--- src/rtl/mem_arb_pkg.sv ---
// rtl/mem_arb_pkg.sv - shared types and widths for the data memory arbiter
package mem_arb_pkg;

  typedef enum logic {IDLE, ACCESS} arb_state_t;

  localparam int DATA_W = 8;

endpackage

--- src/rtl/data_mem_arbiter_rr_pick.sv ---
// rtl/data_mem_arbiter_rr_pick.sv - round-robin winner select, scanning upward from ptr with wrap
module rr_pick #(
  parameter int NREQ = 2,
  parameter int PW   = (NREQ > 1) ? $clog2(NREQ) : 1
) (
  input  logic [NREQ-1:0] req,
  input  logic [PW-1:0]   ptr,
  output logic [PW-1:0]   win,
  output logic            valid
);

  always_comb begin
    logic [PW-1:0] idx;
    idx   = '0;
    win   = '0;
    valid = 1'b0;
    for (int i = 0; i < NREQ; i++) begin
      idx = PW'((int'(ptr) + i) % NREQ);
      if (!valid && req[idx]) begin
        valid = 1'b1;
        win   = idx;
      end
    end
  end

endmodule

--- src/rtl/data_mem_arbiter.sv ---
// rtl/data_mem_arbiter.sv - round-robin arbiter sharing the single-port data memory
import mem_arb_pkg::*;

module data_mem_arbiter #(
  parameter int AW   = 8,
  parameter int NREQ = 2
) (
  input  logic                         clk,
  input  logic                         rst_n,
  input  logic [NREQ-1:0]              req,
  input  logic [NREQ-1:0]              lock,
  input  logic [NREQ-1:0]              we,
  input  logic [NREQ-1:0][AW-1:0]      addr,
  input  logic [NREQ-1:0][DATA_W-1:0]  wdata,
  output logic [NREQ-1:0]              gnt,
  output logic [NREQ-1:0]              rvalid,
  output logic [DATA_W-1:0]            rdata,
  output logic                         busy,
  output logic [AW-1:0]                mem_addr,
  output logic                         mem_read,
  output logic                         mem_write,
  output logic [DATA_W-1:0]            mem_wdata,
  input  logic [DATA_W-1:0]            mem_rdata
);

  localparam int OW = (NREQ > 1) ? $clog2(NREQ) : 1;

  arb_state_t      state;
  logic [OW-1:0]   owner;
  logic [OW-1:0]   rrPtr;
  logic [OW-1:0]   rrPtrNext;
  logic [OW-1:0]   pickPtr;
  logic [OW-1:0]   pickWin;
  logic [NREQ-1:0] ownerHot;
  logic [NREQ-1:0] cand;
  logic [NREQ-1:0] pickReq;
  logic            pickValid;
  logic            access;
  logic            holdLock;

  assign access    = (state == ACCESS);
  assign ownerHot  = NREQ'(1) << owner;
  assign rrPtrNext = (owner == OW'(NREQ - 1)) ? '0 : owner + OW'(1);
  assign cand      = req & ~ownerHot;
  assign holdLock  = lock[owner] & req[owner];

  // One picker serves both cases: fresh arbitration from IDLE, or the
  // follow-on pick at the end of an access with the current owner masked.
  assign pickReq = access ? cand : req;
  assign pickPtr = access ? rrPtrNext : rrPtr;

  rr_pick #(
    .NREQ (NREQ),
    .PW   (OW)
  ) uPick (
    .req   (pickReq),
    .ptr   (pickPtr),
    .win   (pickWin),
    .valid (pickValid)
  );

  // Memory strobes follow state directly, so an async reset kills a store at once.
  assign busy      = access;
  assign gnt       = access ? ownerHot : '0;
  assign mem_write = access & we[owner];
  assign mem_read  = access & ~we[owner];
  assign mem_addr  = access ? addr[owner] : '0;
  assign mem_wdata = access ? wdata[owner] : '0;

  always_ff @(posedge clk or negedge rst_n) begin
    if (!rst_n) begin
      state  <= IDLE;
      owner  <= '0;
      rrPtr  <= '0;
      rvalid <= '0;
      rdata  <= '0;
    end else begin
      rvalid <= '0;
      if (access) begin
        rrPtr <= rrPtrNext;
        if (!we[owner]) begin
          rdata  <= mem_rdata;
          rvalid <= ownerHot;
        end
        if (!holdLock) begin
          if (pickValid) begin
            owner <= pickWin;
          end else begin
            state <= IDLE;
          end
        end
      end else if (pickValid) begin
        owner <= pickWin;
        state <= ACCESS;
      end
    end
  end

endmodule
--- config.mk ---
export PLATFORM = sky130hd
export DESIGN_NAME = data_mem_arbiter
export DESIGN_NICKNAME = d
export VERILOG_FILES = /design/src/rtl/mem_arb_pkg.sv /design/src/rtl/data_mem_arbiter_rr_pick.sv /design/src/rtl/data_mem_arbiter.sv
export SDC_FILE = /design/constraint.sdc
export NUM_CORES = 1
export LEC_CHECK = 0
export CAP_MARGIN = 10
export CORE_MARGIN = 10
export CORE_UTILIZATION = 31
export CTS_CLUSTER_DIAMETER = 50
export DETAILED_ROUTE_END_ITERATION = 7
export PLACE_DENSITY = 0.82
export SLEW_MARGIN = 20
export SYNTH_ARGS = -nofsm -noshare
export SYNTH_HDL_FRONTEND = slang
export SYNTH_SLANG_ARGS = --single-unit
export TNS_END_PERCENT = 20
--- constraint.sdc ---
create_clock -name clk -period 1.75 [get_ports clk]
set_clock_uncertainty 0.1 [all_clocks]
set_input_delay 0.2625 -clock clk [delete_from_list [all_inputs] [get_ports clk]]
set_output_delay 0.2625 -clock clk [all_outputs]
set_load 0.01 [all_outputs]
==> results.json <==
{
  "status": "finished clean",
  "final_common_cell": "clkdlybuf4s50_1",
  "period_share": 0.974,
  "start_util": 0.323,
  "n_antenna_cell": 0,
  "worstReg2RegStart": "owner$_DFFE_PN0P_",
  "dr.pass1.iters": 5,
  "antenna_found_initial": 0,
  "wl_per_cell_microns": 16.9,
  "path_class": "reg2out",
  "rrSetupSlack_ps": 240,
  "drive_above_1_share": 0.248,
  "period_needed_ps": 1700,
  "grt.overflow.total": 0,
  "row_count": 19,
  "yosysSeqAreaShare": 0.369,
  "cts_tree": "yes",
  "grt_pass1_vias": 1021,
  "grt_max_degree": 22,
  "ir_drop_mv": 0.639,
  "nets": 214,
  "rsz0062_at_grt": "true",
  "gp_congestion": 0.712,
  "postCtsSetupBuffers": 0,
  "dp_hpwl_mm": 2.87,
  "critPathLaunchType": "flop",
  "end_kind": "output pin",
  "grt_usage": 0.116,
  "worst_pin_slew_ps": 580,
  "dp_cells": 192,
  "avgViaCountPerCell": 4.68,
  "drt-initial-drc-count": 28,
  "synth_fp_nets": 128,
  "postRouteAntennaNets": 0,
  "io_buffers": 78,
  "grt_pass1_wl_mm": 5.12,
  "ys_ff_latch": 13,
  "max_cap_viol_count": 0,
  "drv_slew": 0,
  "holdBufCountCts": 0,
  "cts.sinks": 13,
  "fin_cells": 196,
  "path_clk_slew_ps": 80,
  "max_freq_ghz": 0.587,
  "cp_max_fo": 3,
  "crit_arrival_ps": 1340,
  "root_buffer": "clkbuf_4",
  "core_area_sq_um": 2730,
  "total_power_mw": 1.41,
  "ios": 79,
  "route.final.wire_length_mm": 3.31,
  "die_h_microns": 73.3,
  "finalHoldViolCount": 0,
  "synth.distinct_cells": 21,
  "setup_violations": 0,
  "die_area_sq_um": 5380,
  "die_w_microns": 73.3,
  "cts_made_buffers": 3,
  "required_ps": 1390,
  "slew_headroom": 0.612,
  "synthCells": 80,
  "avgSynthCellArea_sq_um": 11.0,
  "synth_warnings": 0,
  "r2r-end": "rdata[7]$_DFFE_PN0P_",
  "nFillCells": 242,
  "leakagePower_nw": 0.813,
  "hp-class": "in2async",
  "synth_area_sq_um": 882,
  "final_cell_mix": "clkdlybuf4s50_1, nor2b_1, mux2i_1, buf_2, dfrtp_1",
  "clk-insertion-delay-late_ps": 280,
  "p_per_area_nw_per_um2": 841,
  "worst-r2r-cell-count": 4,
  "area.growth.synth_to_final_pct": 90.6,
  "htreeDepth": 1,
  "drc_errors": 0,
  "vias": 917,
  "cts_buffer_depth": 2
}
[area by class of cell]
class / count / area [sq um] / area share
multi-input combinational: 59 / 517 / 0.307
sequential: 13 / 327 / 0.194
tap: 31 / 38.8 / 0.0231
inverter: 3 / 11.3 / 0.00670
timing repair buffer: 86 / 762 / 0.453
clock buffer: 4 / 26.3 / 0.0156
[worst max path at each step]
| stage | end | cells after the start | startpoint | slack (ps) |
|---|---|---|---|---|
| 5_1_grt | mem_write | 3 | owner$_DFFE_PN0P_ | -30 |
| 6_report | mem_write | 3 | owner$_DFFE_PN0P_ | 50 |
| 2_1_floorplan | mem_addr[0] | 4 | owner$_DFFE_PN0P_ | 380 |
| 3_3_place_gp | mem_write | 4 | we[1] | -210 |
| 3_5_place_dp | mem_write | 4 | we[1] | -220 |
| 4_1_cts | mem_addr[5] | 4 | owner$_DFFE_PN0P_ | -40 |
[cell usage after synthesis]
library cell  number  area share
nand2_1            1      0.0043
a21oi_1            1      0.0057
o21ai_0            1      0.0057
nand3b_1           1      0.0085
nand2_4            1       0.013
mux2i_4            1       0.026
nor2_1             3       0.013
buf_2              2       0.011
mux2i_1           16        0.18
o211ai_1           1      0.0085
mux2_4             8        0.14
o32ai_1            1      0.0099
nor2b_1           18        0.13
o221ai_1           1      0.0099
inv_1              3       0.013
dfrtp_1           13        0.37
and2b_1            1      0.0085
nand2b_1           2       0.014
buf_6              1       0.013
and2_1             2       0.014
clkbuf_1           2      0.0085
[per-layer routing]
metal | track usage | share of wire | wire length, microns
met5 | 0 | 0 | 0
met4 | 0.0311 | 0.0082 | 27
met1 | 0.128 | 0.37 | 1220
met2 | 0.205 | 0.52 | 1730
met3 | 0.0404 | 0.10 | 332
[sequential cells by signal (all words and copies together), names as in the netlist]
register	count
rrPtr	1
owner	1
rdata	8
rvalid	2
busy	1
[kinds of logic after synthesis]
family                 synth area share
AO/OA/AOI/OAI                    0.0397
buffers and inverters            0.0454
flip-flops                        0.369
multiplexers                      0.343
AND/OR/NAND/NOR                   0.203
[report_power, final]
part           switching (mW)  internal [mW]
logic                   0.309          0.488
registers              0.0501          0.375
clock network           0.104         0.0887
[timing repair]
| action | 4_1_cts | 5_1_grt |
|---|---|---|
| setup endpoints to repair | 20 | 13 |
| pin swaps | 0 | 0 |
| cloned | 0 | 0 |
| resized for setup | 68 | 9 |
[critical path: stages (launching register included)]
cell	delay, ps
dfrtp_2	450
mux2i_4	280
and2b_1	190
buf_2	130
[stage by stage]
step / setup TNS, ps / hold slack, ps / area [sq um] / setup slack [ps] / util
after global placement: -1150 / 391 / 1750 / -215 / 0.638
after detailed placement: -1610 / 393 / 1750 / -224 / 0.638
after floorplan: 0 / -133 / 882 / 376 / -
after CTS: -95.0 / 258 / 1710 / -38.8 / 0.626
after global routing: -118 / 274 / 1680 / -31.4 / 0.615
final: 0 / 243 / 1680 / 45.2 / 0.615
Note: power is estimated with default switching activity, not from simulation.
==> RTL edit: new RTL, config.mk and constraints unchanged <==
`DATA_W`: 8 -> 12.
--- a/src/rtl/mem_arb_pkg.sv
+++ b/src/rtl/mem_arb_pkg.sv
@@ -5,3 +5,3 @@
 
-  localparam int DATA_W = 8;
+  localparam int DATA_W = 12;
 
Ports: changed (resized mem_rdata, mem_wdata, rdata and wdata); port bits go from 79 to 99. The function was not compared with the original's and may differ.
==> RTL edit against the original RTL <==
- the run now ends with negative setup slack left
- total power increased by 33%
- setup slack got worse by 0.089 ns
- synthesized cell count increased by 23%
- final area increased by 30%
- synthesized area increased by 24%
- final cell count increased by 28%
- wire length increased by 34%
- sequential cell count increased by 4
- largest cell class unchanged
==> RTL edit: results (changes against the original RTL) <==
status = complete, but fails checks
failing checks = negative setup slack
largest net degree at the start of global routing = 19 (-14%)
sequential share of the synthesized area = 38.9% (+2.0 points)
hpwl dp = 3.68 mm (+28%)
RePlAce Congestion = 0.709 (-0.41%)
fraction of area in multi-input gates = 29.1% (-1.6 points)
post-synthesis mux area share = 34.6% (+0.30 points)
worst setup margin = -0.0436 ns (-0.0889 ns)
Final TNS setup = -0.233 ns (-0.233 ns)
initial DRC count = 12 (-57%)
Commonest cells post-synth = nor2b_1 (22), mux2i_1 (21), dfrtp_1 (17)
DRT Wirelength = 4.43 mm (+34%)
First-pass DRT Iterations = 2 (-3)
register share of the cell area = 19.5% (+0.088 points)
Clock transition at path regs = 0.10 ns (+0.02 ns)
Leakage = 0.00104 µW (+28%)
Fillers = 309 (+28%)
nonclk buf count = 109 (+27%)
largest registers = rdata x12, rvalid x2
synth unique cells = 22 (+4.8%)
layout cell share with drive strength beyond 1 = 27.9% (+3.1 points)
Worst-Margin Slew = 0.233 ns (-0.347 ns)
via count = 1145 (+25%)
Final Setup Violations = 7 (+7)
synthesized net count = 158 (+23%)
synth top area cells = dfrtp_1 (39%), mux2i_1 (19%), nor2b_1 (13%), mux2_4 (12%), mux2_2 (3.1%)
reg-to-reg slack, setup = 0.08 ns (-0.16 ns)
final-layout clock-cell area share = 1.26% (-0.30 points)
Syn Inst Count = 98 (+23%)
Compound-Gate Fraction of Synth Area = 3.20% (-0.77 points)
IO Port Bufs = 98 (+26%)
vias per cell = 4.58 (-2.1%)
register bit total from synthesis = 17 (+4)
[RTL edit: layer usage]
metal	share of wire [%]	track usage [%]
met5	0	0
met4	0	2.15
met3	14	8.78
met2	48	24.0
met1	38	12.3
[RTL edit: power by group through the flow]
stage	Clock (µW)	Sequential [µW]	Combinational (µW)
6_report	205	557	1120
5_1_grt	232	570	1200
4_1_cts	215	555	1120
3_5_place_dp	0	559	1100
3_3_place_gp	0	550	1070
2_1_floorplan	0	594	443
[RTL edit: critical path, delay by kind of cell, from the launching register on]
kind                   cells  cell delay [ns]
buffers and inverters      3             0.44
flip-flops                 1             0.46
multiplexers               1             0.11
AND/OR/NAND/NOR            1             0.13
[RTL edit: per-stage QoR]
step	area, µm²	worst slack (ns)	hold slack, ns	total power (µW)
3_5_place_dp	2150	-0.251	0.391	1660
2_1_floorplan	1090	0.282	-0.133	1040
4_1_cts	2170	-0.116	0.192	1890
3_3_place_gp	2150	-0.181	0.390	1620
5_1_grt	2190	-0.105	0.192	2000
6_report	2190	-0.0436	0.193	1880
